File: config.mk
export PLATFORM = sky130hd
export DESIGN_NAME = regwrite_arbiter_flat
export DESIGN_NICKNAME = d
export VERILOG_FILES = /design/src/rtl/regwrite_arbiter_pkg.sv /design/src/rtl/regwrite_arbiter_if.sv /design/src/rtl/regwrite_arbiter_age_counter.sv /design/src/rtl/regwrite_arbiter.sv /design/src/flat_wrapper.sv
export SDC_FILE = /design/constraint.sdc
export NUM_CORES = 1
export LEC_CHECK = 0
export ABC_CLOCK_PERIOD_IN_PS = 2700
export CORE_MARGIN = 3
export CORE_UTILIZATION = 30
export DETAILED_ROUTE_END_ITERATION = 16
export PLACE_DENSITY = 0.65
export RECOVER_POWER = 25
export SYNTH_ARGS = -nofsm -noshare
export SYNTH_HDL_FRONTEND = slang
export SYNTH_HIERARCHICAL = 1
export SYNTH_SLANG_ARGS = --single-unit
File: constraint.sdc
create_clock -name CLK -period 2.7 [get_ports CLK]
set_clock_uncertainty 0.2 [all_clocks]
set_input_delay 0.405 -clock CLK [delete_from_list [all_inputs] [get_ports CLK]]
set_output_delay 0.405 -clock CLK [all_outputs]
set_load 0.05 [all_outputs]
File: src/rtl/regwrite_arbiter_pkg.sv
// regwrite_pkg
// Shared types for the register-file write arbiter:
//   wb_req_t       one writeback request payload (bank, destination, data)
//   req_id_t       identity of the winning requester (REQ_NONE = no grant)
//   NUM_REQ        number of writeback requesters (ALU, MEM, UART)
//   is_zero_write  true for writes to integer register $zero, which are
//                  accepted but never reach the register file
package regwrite_pkg;

   localparam int NUM_REQ = 3;

   typedef struct packed {
      logic        AorF;
      logic [4:0]  rw;
      logic [31:0] data;
   } wb_req_t;

   typedef enum logic [1:0] {
      REQ_ALU  = 2'd0,
      REQ_MEM  = 2'd1,
      REQ_UART = 2'd2,
      REQ_NONE = 2'd3
   } req_id_t;

   function automatic logic is_zero_write(wb_req_t req);
      return (req.AorF == 1'b0) && (req.rw == 5'd0);
   endfunction

endpackage

File: src/rtl/regwrite_arbiter_if.sv
// regwrite_arbiter_if
// Bundles the three writeback request channels, their accept strobes, the
// registered register-file write and the per-requester starvation flags.
//   master : writeback sources / operand fetch side (drives requests)
//   slave  : the arbiter (drives readies, write port, starved)
// Optional macro REGWRITE_BYPASS_EN adds the fwd_* same-cycle forwarding
// signals.
interface regwrite_arbiter_if;

   logic        alu_valid;
   logic        alu_AorF;
   logic [4:0]  alu_rw;
   logic [31:0] alu_data;
   logic        alu_ready;

   logic        mem_valid;
   logic        mem_AorF;
   logic [4:0]  mem_rw;
   logic [31:0] mem_data;
   logic        mem_ready;

   logic        uart_valid;
   logic        uart_AorF;
   logic [4:0]  uart_rw;
   logic [31:0] uart_data;
   logic        uart_ready;

   logic        RegWrite_out;
   logic        AorF_out;
   logic [4:0]  rw_out;
   logic [31:0] write_data_out;
   logic [2:0]  starved;

`ifdef REGWRITE_BYPASS_EN
   logic        fwd_valid;
   logic        fwd_AorF;
   logic [4:0]  fwd_rw;
   logic [31:0] fwd_data;
`endif

   modport master (
      output alu_valid, alu_AorF, alu_rw, alu_data,
      output mem_valid, mem_AorF, mem_rw, mem_data,
      output uart_valid, uart_AorF, uart_rw, uart_data,
      input  alu_ready, mem_ready, uart_ready,
      input  RegWrite_out, AorF_out, rw_out, write_data_out, starved
`ifdef REGWRITE_BYPASS_EN
      , input fwd_valid, fwd_AorF, fwd_rw, fwd_data
`endif
   );

   modport slave (
      input  alu_valid, alu_AorF, alu_rw, alu_data,
      input  mem_valid, mem_AorF, mem_rw, mem_data,
      input  uart_valid, uart_AorF, uart_rw, uart_data,
      output alu_ready, mem_ready, uart_ready,
      output RegWrite_out, AorF_out, rw_out, write_data_out, starved
`ifdef REGWRITE_BYPASS_EN
      , output fwd_valid, fwd_AorF, fwd_rw, fwd_data
`endif
   );

endinterface

File: src/rtl/regwrite_arbiter_age_counter.sv
// regwrite_age_counter
// Counts consecutive cycles a requester has been waiting without a grant.
// Clears on grant or when the request is withdrawn, saturates at
// STARVE_LIMIT.
//   CLK, reset (sync, active-high), valid, granted -> age
module regwrite_age_counter #(
   parameter int STARVE_LIMIT = 4,
   parameter int AGE_W        = 4
) (
   input  logic             CLK,
   input  logic             reset,
   input  logic             valid,
   input  logic             granted,
   output logic [AGE_W-1:0] age
);

   always_ff @(posedge CLK) begin
      if (reset) begin
         age <= '0;
      end else if (!valid || granted) begin
         age <= '0;
      end else if (age != AGE_W'(STARVE_LIMIT)) begin
         age <= age + 1'b1;
      end
   end

endmodule

File: src/rtl/regwrite_arbiter.sv
// regwrite_arbiter
// Shares the operand-fetch register-file write port between the ALU/FPU,
// memory-load and UART-receive writeback paths. Fixed priority
// ALU > MEM > UART, except that a requester denied STARVE_LIMIT cycles in a
// row is promoted ahead of the others. The accepted write is registered and
// presented one cycle later; integer $zero writes are accepted but dropped.
// Ports:
//   CLK    clock
//   reset  synchronous, active-high
//   bus    regwrite_arbiter_if.slave (requests, readies, write port, starved)
// Optional macro REGWRITE_BYPASS_EN: drives bus.fwd_* with the winner's
// payload in the acceptance cycle for same-cycle forwarding.
module regwrite_arbiter
   import regwrite_pkg::*;
#(
   parameter int STARVE_LIMIT = 4,
   parameter int AGE_W        = 4
) (
   input  logic          CLK,
   input  logic          reset,
   regwrite_arbiter_if.slave bus
);

   logic [NUM_REQ-1:0] valid_vec;
   logic [NUM_REQ-1:0] promoted;
   logic [NUM_REQ-1:0] grant_vec;
   logic [AGE_W-1:0]   age [NUM_REQ];
   wb_req_t            req [NUM_REQ];
   req_id_t            winner;
   wb_req_t            win_req;
   logic               write_en;

   logic               reg_write_q;
   logic               aorf_q;
   logic [4:0]         rw_q;
   logic [31:0]        data_q;

   always_comb begin
      valid_vec = {bus.uart_valid, bus.mem_valid, bus.alu_valid};
      req[0]    = '{AorF: bus.alu_AorF,  rw: bus.alu_rw,  data: bus.alu_data};
      req[1]    = '{AorF: bus.mem_AorF,  rw: bus.mem_rw,  data: bus.mem_data};
      req[2]    = '{AorF: bus.uart_AorF, rw: bus.uart_rw, data: bus.uart_data};
      for (int i = 0; i < NUM_REQ; i++) begin
         promoted[i] = valid_vec[i] && (age[i] == AGE_W'(STARVE_LIMIT));
      end
   end

   // Promoted (starving) requesters pre-empt normal priority; within either
   // group the lowest index wins. Nothing wins while reset is held.
   always_comb begin
      winner = REQ_NONE;
      if (!reset) begin
         if (promoted[0])       winner = REQ_ALU;
         else if (promoted[1])  winner = REQ_MEM;
         else if (promoted[2])  winner = REQ_UART;
         else if (valid_vec[0]) winner = REQ_ALU;
         else if (valid_vec[1]) winner = REQ_MEM;
         else if (valid_vec[2]) winner = REQ_UART;
      end
   end

   always_comb begin
      grant_vec = '0;
      win_req   = '0;
      case (winner)
         REQ_ALU:  begin grant_vec[0] = 1'b1; win_req = req[0]; end
         REQ_MEM:  begin grant_vec[1] = 1'b1; win_req = req[1]; end
         REQ_UART: begin grant_vec[2] = 1'b1; win_req = req[2]; end
         default:  begin grant_vec = '0; win_req = '0; end
      endcase
      write_en = (winner != REQ_NONE) && !is_zero_write(win_req);
   end

   assign bus.alu_ready  = grant_vec[0];
   assign bus.mem_ready  = grant_vec[1];
   assign bus.uart_ready = grant_vec[2];

   for (genvar g = 0; g < NUM_REQ; g++) begin : g_age
      regwrite_age_counter #(
         .STARVE_LIMIT (STARVE_LIMIT),
         .AGE_W        (AGE_W)
      ) u_age (
         .CLK     (CLK),
         .reset   (reset),
         .valid   (valid_vec[g]),
         .granted (grant_vec[g]),
         .age     (age[g])
      );
      assign bus.starved[g] = (age[g] == AGE_W'(STARVE_LIMIT));
   end

   // Payload only loads on a real write so that the bank/destination/data
   // hold their previous value while RegWrite_out is low, including after a
   // discarded $zero write.
   always_ff @(posedge CLK) begin
      if (reset) begin
         reg_write_q <= 1'b0;
         aorf_q      <= 1'b0;
         rw_q        <= '0;
         data_q      <= '0;
      end else begin
         reg_write_q <= write_en;
         if (write_en) begin
            aorf_q <= win_req.AorF;
            rw_q   <= win_req.rw;
            data_q <= win_req.data;
         end
      end
   end

   assign bus.RegWrite_out   = reg_write_q;
   assign bus.AorF_out       = aorf_q;
   assign bus.rw_out         = rw_q;
   assign bus.write_data_out = data_q;

`ifdef REGWRITE_BYPASS_EN
   assign bus.fwd_valid = write_en;
   assign bus.fwd_AorF  = win_req.AorF;
   assign bus.fwd_rw    = win_req.rw;
   assign bus.fwd_data  = win_req.data;
`endif

endmodule

File: src/flat_wrapper.sv
// flat-port wrapper written by rule: the top's interface ports become plain ports
module regwrite_arbiter_flat import regwrite_pkg::*;
#(
   parameter int STARVE_LIMIT = 4,
   parameter int AGE_W        = 4
)
  (CLK, reset, bus_alu_valid, bus_alu_AorF, bus_alu_rw, bus_alu_data, bus_mem_valid, bus_mem_AorF, bus_mem_rw, bus_mem_data, bus_uart_valid, bus_uart_AorF, bus_uart_rw, bus_uart_data, bus_alu_ready, bus_mem_ready, bus_uart_ready, bus_RegWrite_out, bus_AorF_out, bus_rw_out, bus_write_data_out, bus_starved);
  regwrite_arbiter_if bus_i ();
  input  logic CLK;
  input  logic reset;
  input wire logic [$bits(bus_i.alu_valid)-1:0] bus_alu_valid;
  input wire logic [$bits(bus_i.alu_AorF)-1:0] bus_alu_AorF;
  input wire logic [$bits(bus_i.alu_rw)-1:0] bus_alu_rw;
  input wire logic [$bits(bus_i.alu_data)-1:0] bus_alu_data;
  input wire logic [$bits(bus_i.mem_valid)-1:0] bus_mem_valid;
  input wire logic [$bits(bus_i.mem_AorF)-1:0] bus_mem_AorF;
  input wire logic [$bits(bus_i.mem_rw)-1:0] bus_mem_rw;
  input wire logic [$bits(bus_i.mem_data)-1:0] bus_mem_data;
  input wire logic [$bits(bus_i.uart_valid)-1:0] bus_uart_valid;
  input wire logic [$bits(bus_i.uart_AorF)-1:0] bus_uart_AorF;
  input wire logic [$bits(bus_i.uart_rw)-1:0] bus_uart_rw;
  input wire logic [$bits(bus_i.uart_data)-1:0] bus_uart_data;
  output wire logic [$bits(bus_i.alu_ready)-1:0] bus_alu_ready;
  output wire logic [$bits(bus_i.mem_ready)-1:0] bus_mem_ready;
  output wire logic [$bits(bus_i.uart_ready)-1:0] bus_uart_ready;
  output wire logic [$bits(bus_i.RegWrite_out)-1:0] bus_RegWrite_out;
  output wire logic [$bits(bus_i.AorF_out)-1:0] bus_AorF_out;
  output wire logic [$bits(bus_i.rw_out)-1:0] bus_rw_out;
  output wire logic [$bits(bus_i.write_data_out)-1:0] bus_write_data_out;
  output wire logic [$bits(bus_i.starved)-1:0] bus_starved;
  assign bus_i.alu_valid = bus_alu_valid;
  assign bus_i.alu_AorF = bus_alu_AorF;
  assign bus_i.alu_rw = bus_alu_rw;
  assign bus_i.alu_data = bus_alu_data;
  assign bus_i.mem_valid = bus_mem_valid;
  assign bus_i.mem_AorF = bus_mem_AorF;
  assign bus_i.mem_rw = bus_mem_rw;
  assign bus_i.mem_data = bus_mem_data;
  assign bus_i.uart_valid = bus_uart_valid;
  assign bus_i.uart_AorF = bus_uart_AorF;
  assign bus_i.uart_rw = bus_uart_rw;
  assign bus_i.uart_data = bus_uart_data;
  assign bus_alu_ready = bus_i.alu_ready;
  assign bus_mem_ready = bus_i.mem_ready;
  assign bus_uart_ready = bus_i.uart_ready;
  assign bus_RegWrite_out = bus_i.RegWrite_out;
  assign bus_AorF_out = bus_i.AorF_out;
  assign bus_rw_out = bus_i.rw_out;
  assign bus_write_data_out = bus_i.write_data_out;
  assign bus_starved = bus_i.starved;
  regwrite_arbiter #(.STARVE_LIMIT(STARVE_LIMIT), .AGE_W(AGE_W)) u_core (.CLK(CLK), .reset(reset), .bus(bus_i));
endmodule
==> metrics.log <==
INFO  metric status = finished, violations left
INFO  metric failed_checks = setup timing
INFO  metric number_of_different_library_cells_in_the_post_synthesis_netlist = 44
INFO  metric clock_latency_on_the_worst_skew_pair = 300 ps
INFO  metric timing.final.crit_period = 2890 ps
INFO  metric synth_edf_count = 0
INFO  metric fin_worst_hold_slack = 258 ps
INFO  metric crit_path_start_kind = flip-flop
INFO  metric worst_vdd_rail_ir_drop = roughly 220 uV
INFO  metric number_of_instances_in_the_synthesized_netlist = 332
INFO  metric rsz0062_at_grt = true
INFO  metric pre_cts_slack = -274 ps
INFO  metric globalRouteTotalUtil = 16.4%
INFO  metric wire_length_of_the_first_global_routing_pass = 15.9 mm
INFO  metric cts_max_path_buffers = 2
INFO  metric clk_transition_reported_paths = 90 ps
INFO  metric yosysSeqAreaShare = roughly a third
INFO  metric cp.required = 2670 ps
INFO  metric timing.final.max_slew_violations = 0
INFO  metric synth_warnings = 6
INFO  metric worstSetupEndpointType = flip-flop
INFO  metric drive_above_1_share = 32.1%
INFO  metric finalWeightedCongestion = ~0.8
INFO  metric drv_cap = 0
INFO  metric critical_path.slowest_cell = sky130_fd_sc_hd__or4b_4
INFO  metric yosys.area_share.xor_xnor = 0.810%
INFO  metric synth_top_family_by_area = compound AO/OA/AOI/OAI gates
INFO  metric powerDensity = 402 mW/mm^2
INFO  metric routed_wire_length_per_instance = 15.9 um
INFO  metric inserted_diodes = 0
INFO  metric finalHoldViolCount = 0
INFO  metric timing.critical_path.slowest_cell_delay = 570 ps
INFO  metric drt-vias-per-instance = 5.01
INFO  metric cp_max_fo = 33
INFO  metric cts.sink_count = 51
INFO  metric grt.overflow.total = 0
INFO  metric die_w = 110 um
INFO  metric dp_hpwl = 8.24 mm
INFO  metric port-buffer-count = 163
INFO  metric hold_path.class = reg -> reg
INFO  metric synth_ff_type = sky130_fd_sc_hd__dfxtp_1
INFO  metric floorplan.initialDensity = 31.1%
INFO  metric mappedNetlistArea = 0.00324 mm^2
INFO  metric cts_root_buf = sky130_fd_sc_hd__clkbuf_8
INFO  metric number_of_global_route_vias_before_repair = 3276
INFO  metric final_common_cell = sky130_fd_sc_hd__clkdlybuf4s50_1
INFO  metric firstDrtPassIters = 5
INFO  metric postSynthNetCount = about 460
INFO  metric synth_fa_ha_area_share = 2.31%
INFO  metric worstMarginPinSlew = 538 ps
INFO  metric drt.antenna.violating_nets = 0
INFO  metric finalCritPeriodShare = 107%
INFO  metric postSynth.asyncResetShare = 0%
INFO  metric layout.nets = about 660
INFO  metric setup-tns-final = -6880 ps
INFO  metric cts_hold_buf = 0
INFO  metric power.leakage = 0.00218 uW
INFO  metric synth-compound-area-share = about 30%
INFO  metric cts-buffers-inserted = 5
INFO  metric stdcell_count = 669
INFO  metric crit_chain = or4b_4 -> a211o_4 -> buf_6 -> a21bo_1 -> a211oi_2 -> buf_4 -> nor4_4 -> buf_12 -> a222oi_1 -> a211oi_2
INFO  metric crit_top_cell = sky130_fd_sc_hd__a211oi_2
INFO  metric die_h = ~110 um
INFO  metric synth_simple_gate_area_share = 12.0%
INFO  metric timing.max_slew.rel_slack = between 60% and 70%
INFO  metric cts_tree = yes
INFO  metric area_growth_syn_to_layout = 75.0%
INFO  metric critical_path_arrival = 2860 ps
INFO  metric core_area = 0.0104 mm^2
INFO  metric report.final.setup_viol = 41
INFO  metric post_synthesis_mux_area_share = 13.4%
INFO  metric grt_start_max_net_pins = 34
INFO  metric cts_h_tree_depth = 2
INFO  metric rows = 37
INFO  metric synthesis.area_per_instance = 9.77 um^2
INFO  metric count_of_filler_cells_inserted_in_the_layout = 921
INFO  metric routed-via-count = 3353
INFO  metric drt_first_iter_violations = 182
INFO  metric drcViolationCount = 0
INFO  metric design.portCount = 164
INFO  metric most_frequent_cells_in_the_layout = sky130_fd_sc_hd__clkdlybuf4s50_1 (144), sky130_fd_sc_hd__dfxtp_1 (45), sky130_fd_sc_hd__buf_4 (43)
INFO  metric final_critical_path_setup_slack = -187 ps
INFO  metric fmax = around 0.35 GHz
INFO  metric die_area = 0.0121 mm^2
INFO  metric aggregate_routed_wire_length = 10.7 mm
INFO  metric dp_cells = 654
INFO  metric grt_antenna_before_repair = 0
INFO  metric post-route-util = 54.5%
INFO  metric critical_path_class = reg -> reg
INFO  metric register_bit_total_from_synthesis = slightly above 50
[metal layers]
| metal | track usage [%] | routed length [um] | up-vias |
|---|---|---|---|
| met1 | 19.7 | 4270 | 1564 |
| li1 | - | - | 1650 |
| met3 | 3.73 | 969 | 6 |
| met4 | 2.94 | 58 | 0 |
| met2 | 29.8 | 5370 | 133 |
| met5 | 0 | 0 | - |
[repair_timing]
action                                  CTS  global route
buffers inserted                          2             3
pin swaps                                 9            11
endpoints found under the setup margin   43            44
resized for setup                        11             9
cloned                                    0             2
[per-stage QoR]
step / cell area [um^2] / total power, uW
CTS: 5570 / 2310
global placement: 5430 / 1840
floorplan: 3330 / 1430
detailed placement: 5430 / 1860
finish: 5680 / 2280
global route: 5680 / 2410
[Yosys cell counts (2+ instances only)]
| cell type | count | share of area [%] |
|---|---|---|
| sky130_fd_sc_hd__dfxtp_1 | 51 | 31 |
| sky130_fd_sc_hd__inv_1 | 42 | 4.9 |
| sky130_fd_sc_hd__a222oi_1 | 32 | 9.9 |
| sky130_fd_sc_hd__mux2_2 | 32 | 11 |
| sky130_fd_sc_hd__a211oi_2 | 30 | 12 |
| sky130_fd_sc_hd__nor2_1 | 20 | 2.3 |
| sky130_fd_sc_hd__a21oi_1 | 15 | 2.3 |
| sky130_fd_sc_hd__clkbuf_1 | 12 | 1.4 |
| sky130_fd_sc_hd__nand3_1 | 10 | 1.5 |
| sky130_fd_sc_hd__nand2_1 | 9 | 1.0 |
| sky130_fd_sc_hd__buf_6 | 7 | 2.4 |
| sky130_fd_sc_hd__a31oi_1 | 6 | 1.2 |
| sky130_fd_sc_hd__buf_2 | 6 | 0.93 |
| sky130_fd_sc_hd__ha_1 | 6 | 2.3 |
| sky130_fd_sc_hd__mux2i_1 | 6 | 1.9 |
| sky130_fd_sc_hd__o21a_1 | 4 | 0.93 |
| sky130_fd_sc_hd__a211oi_1 | 3 | 0.69 |
| sky130_fd_sc_hd__nand3b_1 | 3 | 0.69 |
| sky130_fd_sc_hd__nor3_1 | 3 | 0.46 |
| sky130_fd_sc_hd__or2b_2 | 3 | 0.81 |
| sky130_fd_sc_hd__or3b_4 | 3 | 1.0 |
| sky130_fd_sc_hd__xnor2_1 | 3 | 0.81 |
| sky130_fd_sc_hd__buf_1 | 2 | 0.23 |
| sky130_fd_sc_hd__nor4b_1 | 2 | 0.54 |
| sky130_fd_sc_hd__o211ai_1 | 2 | 0.46 |
| sky130_fd_sc_hd__or4b_4 | 2 | 0.85 |
[cell families after synthesis]
family | Yosys count
buffers and inverters | 70
AND/OR/NAND/NOR | 64
flip-flops | 51
adder cells (fa/ha/maj) | 6
multiplexers | 39
AO/OA/AOI/OAI | 99
XOR/XNOR | 3
[sequential cells by signal, summed over array words and instances (netlist names)]
register and flops:
u_core/bus.rw_out 5, u_core/bus.AorF_out 1, u_core/bus.RegWrite_out 1, u_core/g_age.u_age/age 12, u_core/bus.write_data_out 32
[report_power, final]
part | switching [uW] | internal [uW] | total (uW)
logic | 517 | 492 | 1010
clock network | 244 | 183 | 427
registers | 32.0 | 815 | 847
[cell type report]
type | count | area (um^2) | area share (%)
inverter | 42 | 161 | 2.84
tap | 136 | 170 | 3.00
multi-input combinational | 211 | 1990 | 35.0
timing repair buffer | 221 | 2250 | 39.6
clock inverter | 1 | 5.00 | 0.0882
sequential | 51 | 1030 | 18.1
clock buffer | 7 | 76.3 | 1.34
[worst paths after layout]
check	slack [ps]	startpoint	depth (start not counted)	end
hold / removal	260	u_core/bus.rw_out[2]	2	u_core/bus.rw_out[2]
hold reg to reg	260	u_core/bus.rw_out[2]	2	u_core/bus.rw_out[2]
setup reg to reg	-190	u_core/g_age[1].u_age/age[3]	10	u_core/bus.write_data_out[24]
setup / recovery	-190	u_core/g_age[1].u_age/age[3]	10	u_core/bus.write_data_out[24]
[critical path: cells and delay by family, from the launching register on]
kind	cells	cell delay [ps]
AOI/OAI and AO/OA	5	1140
buffers and inverters	3	450
DFF	1	330
and+or+nand+nor	2	620
(Power assumes the default switching activity.)
